[src/rtl/aes256_inv_round_ctrl.sv]
// Iterative AES-256 decryption round sequencer: owns the state register and round counter,
// steps an external inverse-round datapath once per cycle. Optional: AES_INV_BACKTOBACK_EN.
module aes256_inv_round_ctrl #(
    parameter int NR  = 14,
    parameter int RKW = 4
) (
    input  logic           clk,
    input  logic           rst,
    input  logic           in_valid,
    output logic           in_ready,
    input  logic [127:0]   in_data,
    output logic           out_valid,
    input  logic           out_ready,
    output logic [127:0]   out_data,
    input  logic           key_ready,
    output logic [RKW-1:0] rk_idx,
    input  logic [127:0]   rk_data,
    output logic [127:0]   dp_state,
    output logic [127:0]   dp_key,
    output logic           dp_last,
    input  logic [127:0]   dp_result,
    output logic           busy
);

    typedef enum logic [1:0] {
        IDLE  = 2'd0,
        ROUND = 2'd1,
        DONE  = 2'd2
    } fsm_t;

    localparam logic [RKW-1:0] FIRST_KEY  = RKW'(NR);
    localparam logic [RKW-1:0] FIRST_RND  = RKW'(NR - 1);
    localparam logic [RKW-1:0] LAST_RND   = '0;

    fsm_t           fsm_q, fsm_d;
    logic [127:0]   state_q, state_d;
    logic [RKW-1:0] round_q, round_d;

    always_ff @(posedge clk or posedge rst) begin
        if (rst) begin
            fsm_q   <= IDLE;
            state_q <= '0;
            round_q <= FIRST_RND;
        end else begin
            fsm_q   <= fsm_d;
            state_q <= state_d;
            round_q <= round_d;
        end
    end

    // A stalled key bank freezes the whole round: no state, counter or FSM movement.
    always_comb begin
        fsm_d     = fsm_q;
        state_d   = state_q;
        round_d   = round_q;
        in_ready  = 1'b0;
        out_valid = 1'b0;
        dp_last   = 1'b0;
        rk_idx    = round_q;
        busy      = 1'b1;

        case (fsm_q)
            IDLE: begin
                busy     = 1'b0;
                in_ready = key_ready;
                rk_idx   = FIRST_KEY;
                if (in_valid && key_ready) begin
                    state_d = in_data ^ rk_data;
                    round_d = FIRST_RND;
                    fsm_d   = ROUND;
                end
            end

            ROUND: begin
                dp_last = (round_q == LAST_RND);
                if (key_ready) begin
                    state_d = dp_result;
                    if (round_q == LAST_RND) begin
                        fsm_d = DONE;
                    end else begin
                        round_d = round_q - RKW'(1);
                    end
                end
            end

            DONE: begin
                out_valid = 1'b1;
`ifdef AES_INV_BACKTOBACK_EN
                // The next block may load on the same edge the current result leaves.
                rk_idx   = FIRST_KEY;
                in_ready = out_ready & key_ready;
                if (out_ready) begin
                    if (in_valid && key_ready) begin
                        state_d = in_data ^ rk_data;
                        round_d = FIRST_RND;
                        fsm_d   = ROUND;
                    end else begin
                        fsm_d = IDLE;
                    end
                end
`else
                if (out_ready) begin
                    fsm_d = IDLE;
                end
`endif
            end

            default: begin
                fsm_d = IDLE;
            end
        endcase
    end

    assign out_data = state_q;
    assign dp_state = state_q;
    assign dp_key   = rk_data;

endmodule
[config.mk]
export PLATFORM = sky130hd
export DESIGN_NAME = aes256_inv_round_ctrl
export DESIGN_NICKNAME = d
export VERILOG_FILES = /design/src/rtl/aes256_inv_round_ctrl.sv
export SDC_FILE = /design/constraint.sdc
export NUM_CORES = 1
export LEC_CHECK = 0
export ABC_AREA = 1
export CAP_MARGIN = 15
export CORE_AREA = 10 10 298 300
export CTS_BUF_LIST = sky130_fd_sc_hd__clkbuf_8
export CTS_CLUSTER_SIZE = 25
export DETAILED_ROUTE_END_ITERATION = 8
export DIE_AREA = 0 0 308 310
export GPL_ROUTABILITY_DRIVEN = 0
export HOLD_SLACK_MARGIN = 0.1
export MAX_ROUTING_LAYER = met4
export PLACE_DENSITY_LB_ADDON = 0.2
export SLEW_MARGIN = 20
export SYNTH_ARGS = -nofsm -noshare
export SYNTH_HDL_FRONTEND = slang
export SYNTH_SLANG_ARGS = --single-unit
[constraint.sdc]
create_clock -name clk -period 4.9 [get_ports clk]
set_clock_uncertainty 0.2 [all_clocks]
set_input_delay 0.49 -clock clk [delete_from_list [all_inputs] [get_ports clk]]
set_output_delay 0.49 -clock clk [all_outputs]
set_load 0.05 [all_outputs]
==> impl_metrics.ini, run 1 <==
[clock_network]
clock_path_buffers = 2
htreeDepth = 4
post-cts-setup-buffer-count = 0
hold_buffers = 0
path_clk_slew_ns = 0.10
clock-sinks = 134
clock-root-buffer = clkbuf_8
cts_resized = 0
cts_tree = built
cts_buffers = 17
clkLatencyLatePin_ns = 0.53

[global_route]
groute.usage.overall = 0.1018
grt_max_degree = 181
grt_pass1_vias = 11020
antenna_found_initial = 1
overflow = 0
grt_pass1_wl_um = 70760

[floorplanning]
die_h_um = 310
core_um2 = 82890
dieArea_um2 = 95480
rows = 106
start_util = 0.1192
die_w_um = 308
io_pins = 781

[synth]
synth_seq_cells = 134
synth_top_area_cell = dfrtp_1
synth.distinct_cells = 18
yosys_warnings = 0
yosys-top-cells-area = dfrtp_1, nand2_1, buf_4
seq_area_frac_synth = 0.3398
synth_area_per_cell_um2 = 7.041
synth_cells = 1403
syn-num-nets = 1794
syn-cell-area_um2 = 9878
yosysTopAreaCellShare = 0.3319

[drt]
route.met3.wl_um = 3574
drc = 0
ant_nets = 0
vias = 9895
viasPerCell = 3.310
wl_met2_um = 26310
wl_met1_um = 19250
routed_wl_um = 49910
detail_route.iter0.violations = 351
drtPass1Iterations = 4
maxUsedRoutingLayer = met4
post_drt_wl_per_cell_um = 16.70

[layout]
utilization = 0.2088
multiInputGateArea_um2 = 4245
area_delta_synth_final_pct = 75.17
final_common_cell = clkdlybuf4s50_1
regArea_um2 = 3357
layout-drive-gt1-share = 0.02306
n_fill_cell = 9251
nNetsFinal = 2286
final_cell_mix = clkdlybuf4s50_1, nand2_1, nor2_1

[critical_path]
crit_fanout = 54
slowest_delay_ns = 0.82
r2r_end = dp_state[11]$_DFFE_PP0P_
critPathSlowestCell = clkdlybuf4s50_1
path_common_cell = inv_1
crit_family = buffers and inverters
rrSetupSlack_ns = 2.03
path_cells = inv_1, nand2_8, inv_1, nand2_1, inv_1, clkdlybuf4s50_1
cp-start-kind = flip-flop
rr_worst_depth = 8
worst-path-buf-inv = 4
path_class = reg2out
critPathRequiredTime_ns = 4.21
endpoint_kind = primary output
timing.rr.start = fsm_q[0]$_DFFE_PP0P_
arrival_ns = 2.66

[timing]
rsz0062_at_grt = no
relSlewSlack = 0.3805
fin_crit_ns = 3.346
fin_crit_sh = 0.6829
tns_ns = 0
tightest_slew_ns = 0.9263
drv_slew = 0
setup_viol_count_final = 0
final.setup.worst_slack_ns = 1.554
hold_violations = 0
max_freq_ghz = 0.2988

[power_and_ir_drop]
p_per_area_nw_per_um2 = 689.7
peakVddDrop_v = 0.0004363
leakagePower_uw = 0.007357

[job]
drv_cap = 0

[placement]
hpwlAfterDp_um = 41440
dp_slack_ns = 1.671
port_buffers = 780

[outcome]
status = complete, no violations

[hold_path]
hp-class = in2async
## synth_stat cells
master,count
nand2_1,539
nor2_1,266
buf_4,256
dfrtp_1,131
xnor2_1,129
buf_2,39
inv_1,12
buf_6,9
clkbuf_1,8
dfstp_2,3
a21oi_1,2
ha_1,2
nand3_1,2
inv_2,1
nand2_2,1
nand3_2,1
nor2_2,1
o21ai_0,1
## power breakdown
group	switching [uW]	internal, uW	total [uW]
combinational	5900	2670	8580
clock	544	505	1050
sequential	637	1670	2310
## cells by family (layout without fill, tap and decap cells)
family,Yosys count,in the layout,synth area share
and+or+nand+nor,810,810,0.3092
buffers and inverters,325,830,0.2326
DFF,134,134,0.3398
xor gates and xnor gates,129,129,0.1144
AOI/OAI and AO/OA,3,3,0.001520
adders and majority gates,2,2,0.002533
other,0,1,0
## area by class of cell
| class | instances | area share |
|---|---|---|
| timing repair buffer | 785 | 0.4555 |
| antenna | 1 | 0.0001446 |
| sequential | 134 | 0.1940 |
| clock buffer | 17 | 0.01352 |
| tap | 1080 | 0.07809 |
| inverter | 13 | 0.003109 |
| multi-input combinational | 944 | 0.2453 |
| clock inverter | 15 | 0.01027 |
## how the worst max path moves through the flow
stage	startpoint	endpoint	slack, ns	depth (start not counted)
2_1_floorplan	rst	dp_state[0]$_DFFE_PP0P_	0.63	1
5_1_grt	fsm_q[1]$_DFFE_PP0P_	dp_last	1.31	6
6_report	fsm_q[1]$_DFFE_PP0P_	dp_last	1.55	6
3_5_place_dp	key_ready	dp_state[22]$_DFFE_PP0P_	1.67	7
3_3_place_gp	in_valid	dp_state[44]$_DFFE_PP0P_	1.74	9
4_1_cts	fsm_q[1]$_DFFE_PP0P_	dp_last	1.42	6
## flip-flops by register name, indices dropped and copies added (netlist names)
signal	count
round_q	4
fsm_q	2
dp_state	128
## through the flow
step	area, um^2	hold slack [ns]	total power, uW	cells
2_1_floorplan	9878	0.2502	8456	1403
3_3_place_gp	16890	0.2683	11050	2956
3_5_place_dp	16890	0.2674	11060	2956
4_1_cts	17300	0.2132	12220	2988
5_1_grt	17300	0.2602	12630	2989
6_report	17300	0.2235	11930	2989
## layer usage
layer,vias to the layer above,global-route usage
met3,26,0.03059
met1,4520,0.1051
met2,430,0.1860
li1,4919,-
met5,-,-
met4,0,0.02744
Note: power is estimated with default switching activity, not from simulation.
==> inputs of run 2 (changes only) <==
==> constraint.sdc (replaced) <==
create_clock -name clk -period 3.1 [get_ports clk]
set_clock_uncertainty 0.2 [all_clocks]
set_input_delay 0.31 -clock clk [delete_from_list [all_inputs] [get_ports clk]]
set_output_delay 0.31 -clock clk [all_outputs]
set_load 0.05 [all_outputs]
==> run 2 against run 1 <==
  * Die area unchanged
  * First-iteration DRC count decreased by 17%
  * Final area increased by 2.0%
  * Via count increased by 0.96%
  * Clock-buffer cell count unchanged
  * Power increased by 61%
  * Utilization increased by 0.43 points
  * Largest cell class unchanged
==> impl_metrics.ini, run 2 (synthesis gave the netlist of run 1 again) <==
[clock_network]
cts_resized = 0
clock_path_buffers = 2
path_clk_slew_ns = 0.09
clock-sinks = 134
clock-root-buffer = clkbuf_8
cts_tree = built
post-cts-setup-buffer-count = 0
htreeDepth = 4
cts_buffers = 17
clkLatencyLatePin_ns = 0.52

[timing]
max_freq_ghz = 0.3638
tns_ns = 0
fin_crit_sh = 0.8868
setup_viol_count_final = 0
fin_crit_ns = 2.749
hold_violations = 0
rsz0062_at_grt = no
final.setup.worst_slack_ns = 0.3510
tightest_slew_ns = 0.6573
drv_slew = 0
relSlewSlack = 0.5604

[critical_path]
timing.rr.start = fsm_q[1]$_DFFE_PP0P_
endpoint_kind = primary output
crit_fanout = 6
path_cells = nor2_1, inv_1, nor2_1, clkdlybuf4s50_1
arrival_ns = 2.24
path_common_cell = nor2_1
slowest_delay_ns = 0.81
crit_path_start = fsm_q[0]$_DFFE_PP0P_
cp-start-kind = flip-flop
critPathRequiredTime_ns = 2.59
path_class = reg2out
critPathSlowestCell = clkdlybuf4s50_1

[floorplanning]
rows = 106
dieArea_um2 = 95480
die_h_um = 310
die_w_um = 308
start_util = 0.1192
io_pins = 781
core_um2 = 82890

[drt]
post_drt_wl_per_cell_um = 17.01
drc = 0
ant_nets = 0
vias = 9990
drtPass1Iterations = 4
detail_route.iter0.violations = 293
routed_wl_um = 51390
viasPerCell = 3.307

[layout]
fin_area_um2 = 17660
layout-drive-gt1-share = 0.03818
nNetsFinal = 2317
final_cell_mix = clkdlybuf4s50_1, nand2_1, nor2_1
final_common_cell = clkdlybuf4s50_1
area_delta_synth_final_pct = 78.76
utilization = 0.2130
largest_register_ff_count = 128
n_fill_cell = 9216

[power_and_ir_drop]
power_uw = 19230
peakVddDrop_v = 0.0007173
p_per_area_nw_per_um2 = 1089
leakagePower_uw = 0.007560

[global_route]
groute.usage.overall = 0.1054
antenna_found_initial = 3
overflow = 0
grt_pass1_wl_um = 72550
grt_max_degree = 89
grt_pass1_vias = 11020

[placement]
port_buffers = 780
hpwlAfterDp_um = 43630
dp_slack_ns = 0.6947
place_area_um2 = 17170

[hold_path]
worstHoldStart = dp_result[105]
hp-class = in2reg

[outcome]
status = complete, no violations

[job]
drv_cap = 0
-- run 2: worst paths after layout --
check | to | slack [ns] | cells past startpoint
setup / recovery | in_ready | 0.35 | 4
min in group asynchronous | dp_state[31]$_DFFE_PP0P_ | 0.57 | 3
hold / removal | dp_state[105]$_DFFE_PP0P_ | 0.24 | 5
setup reg to reg | dp_state[102]$_DFFE_PP0P_ | 1.10 | 7
hold reg to reg | round_q[0]$_DFFE_PP1P_ | 0.29 | 2
max in group asynchronous | dp_state[83]$_DFFE_PP0P_ | 1.41 | 4
-- run 2: report_power, final --
| part | switching (uW) | total [uW] | leakage, uW | internal, uW |
|---|---|---|---|---|
| combinational | 9330 | 13700 | 0.00570 | 4360 |
| clock | 816 | 1850 | 0.000238 | 1030 |
| sequential | 1050 | 3700 | 0.00162 | 2640 |
| total | 11200 | 19200 | 0.00756 | 8030 |
-- run 2: critical path, delay by kind of cell, from the launching register on --
kind	cells	cell delay (ns)
flip-flops	1	0.49
AND/OR/NAND/NOR	2	0.29
buffers and inverters	2	0.94
-- run 2: per-layer routing --
| layer | vias up | GRT usage | wire, um |
|---|---|---|---|
| met3 | 31 | 0.03487 | 4112 |
| met2 | 454 | 0.1843 | 26070 |
| met1 | 4521 | 0.1144 | 20490 |
| met5 | - | - | 0 |
| li1 | 4984 | - | - |
| met4 | 0 | 0.02597 | 720 |
-- run 2: area by class of cell --
cell class / count / area (um^2) / area share
antenna: 3 / 7.507 / 0.0004251
sequential: 134 / 3357 / 0.1901
clock buffer: 17 / 234.0 / 0.01325
inverter: 13 / 52.55 / 0.002976
tap: 1080 / 1351 / 0.07653
timing repair buffer: 816 / 8175 / 0.4630
clock inverter: 14 / 235.2 / 0.01332
multi-input combinational: 944 / 4245 / 0.2404
-- run 2: stage by stage --
step / hold slack (ns) / cells
after floorplan: 0.2201 / 1403
after global placement: 0.2651 / 2986
after detailed placement: 0.2811 / 2986
after CTS: 0.1437 / 3018
after global routing: 0.1986 / 3019
final: 0.2396 / 3021
-- run 2: timing repair --
| item | 4_1_cts | 5_1_grt |
|---|---|---|
| endpoints found under the hold margin | 14 | 0 |
| hold buffers | 1 | 0 |
| setup endpoints to repair | 0 | 0 |
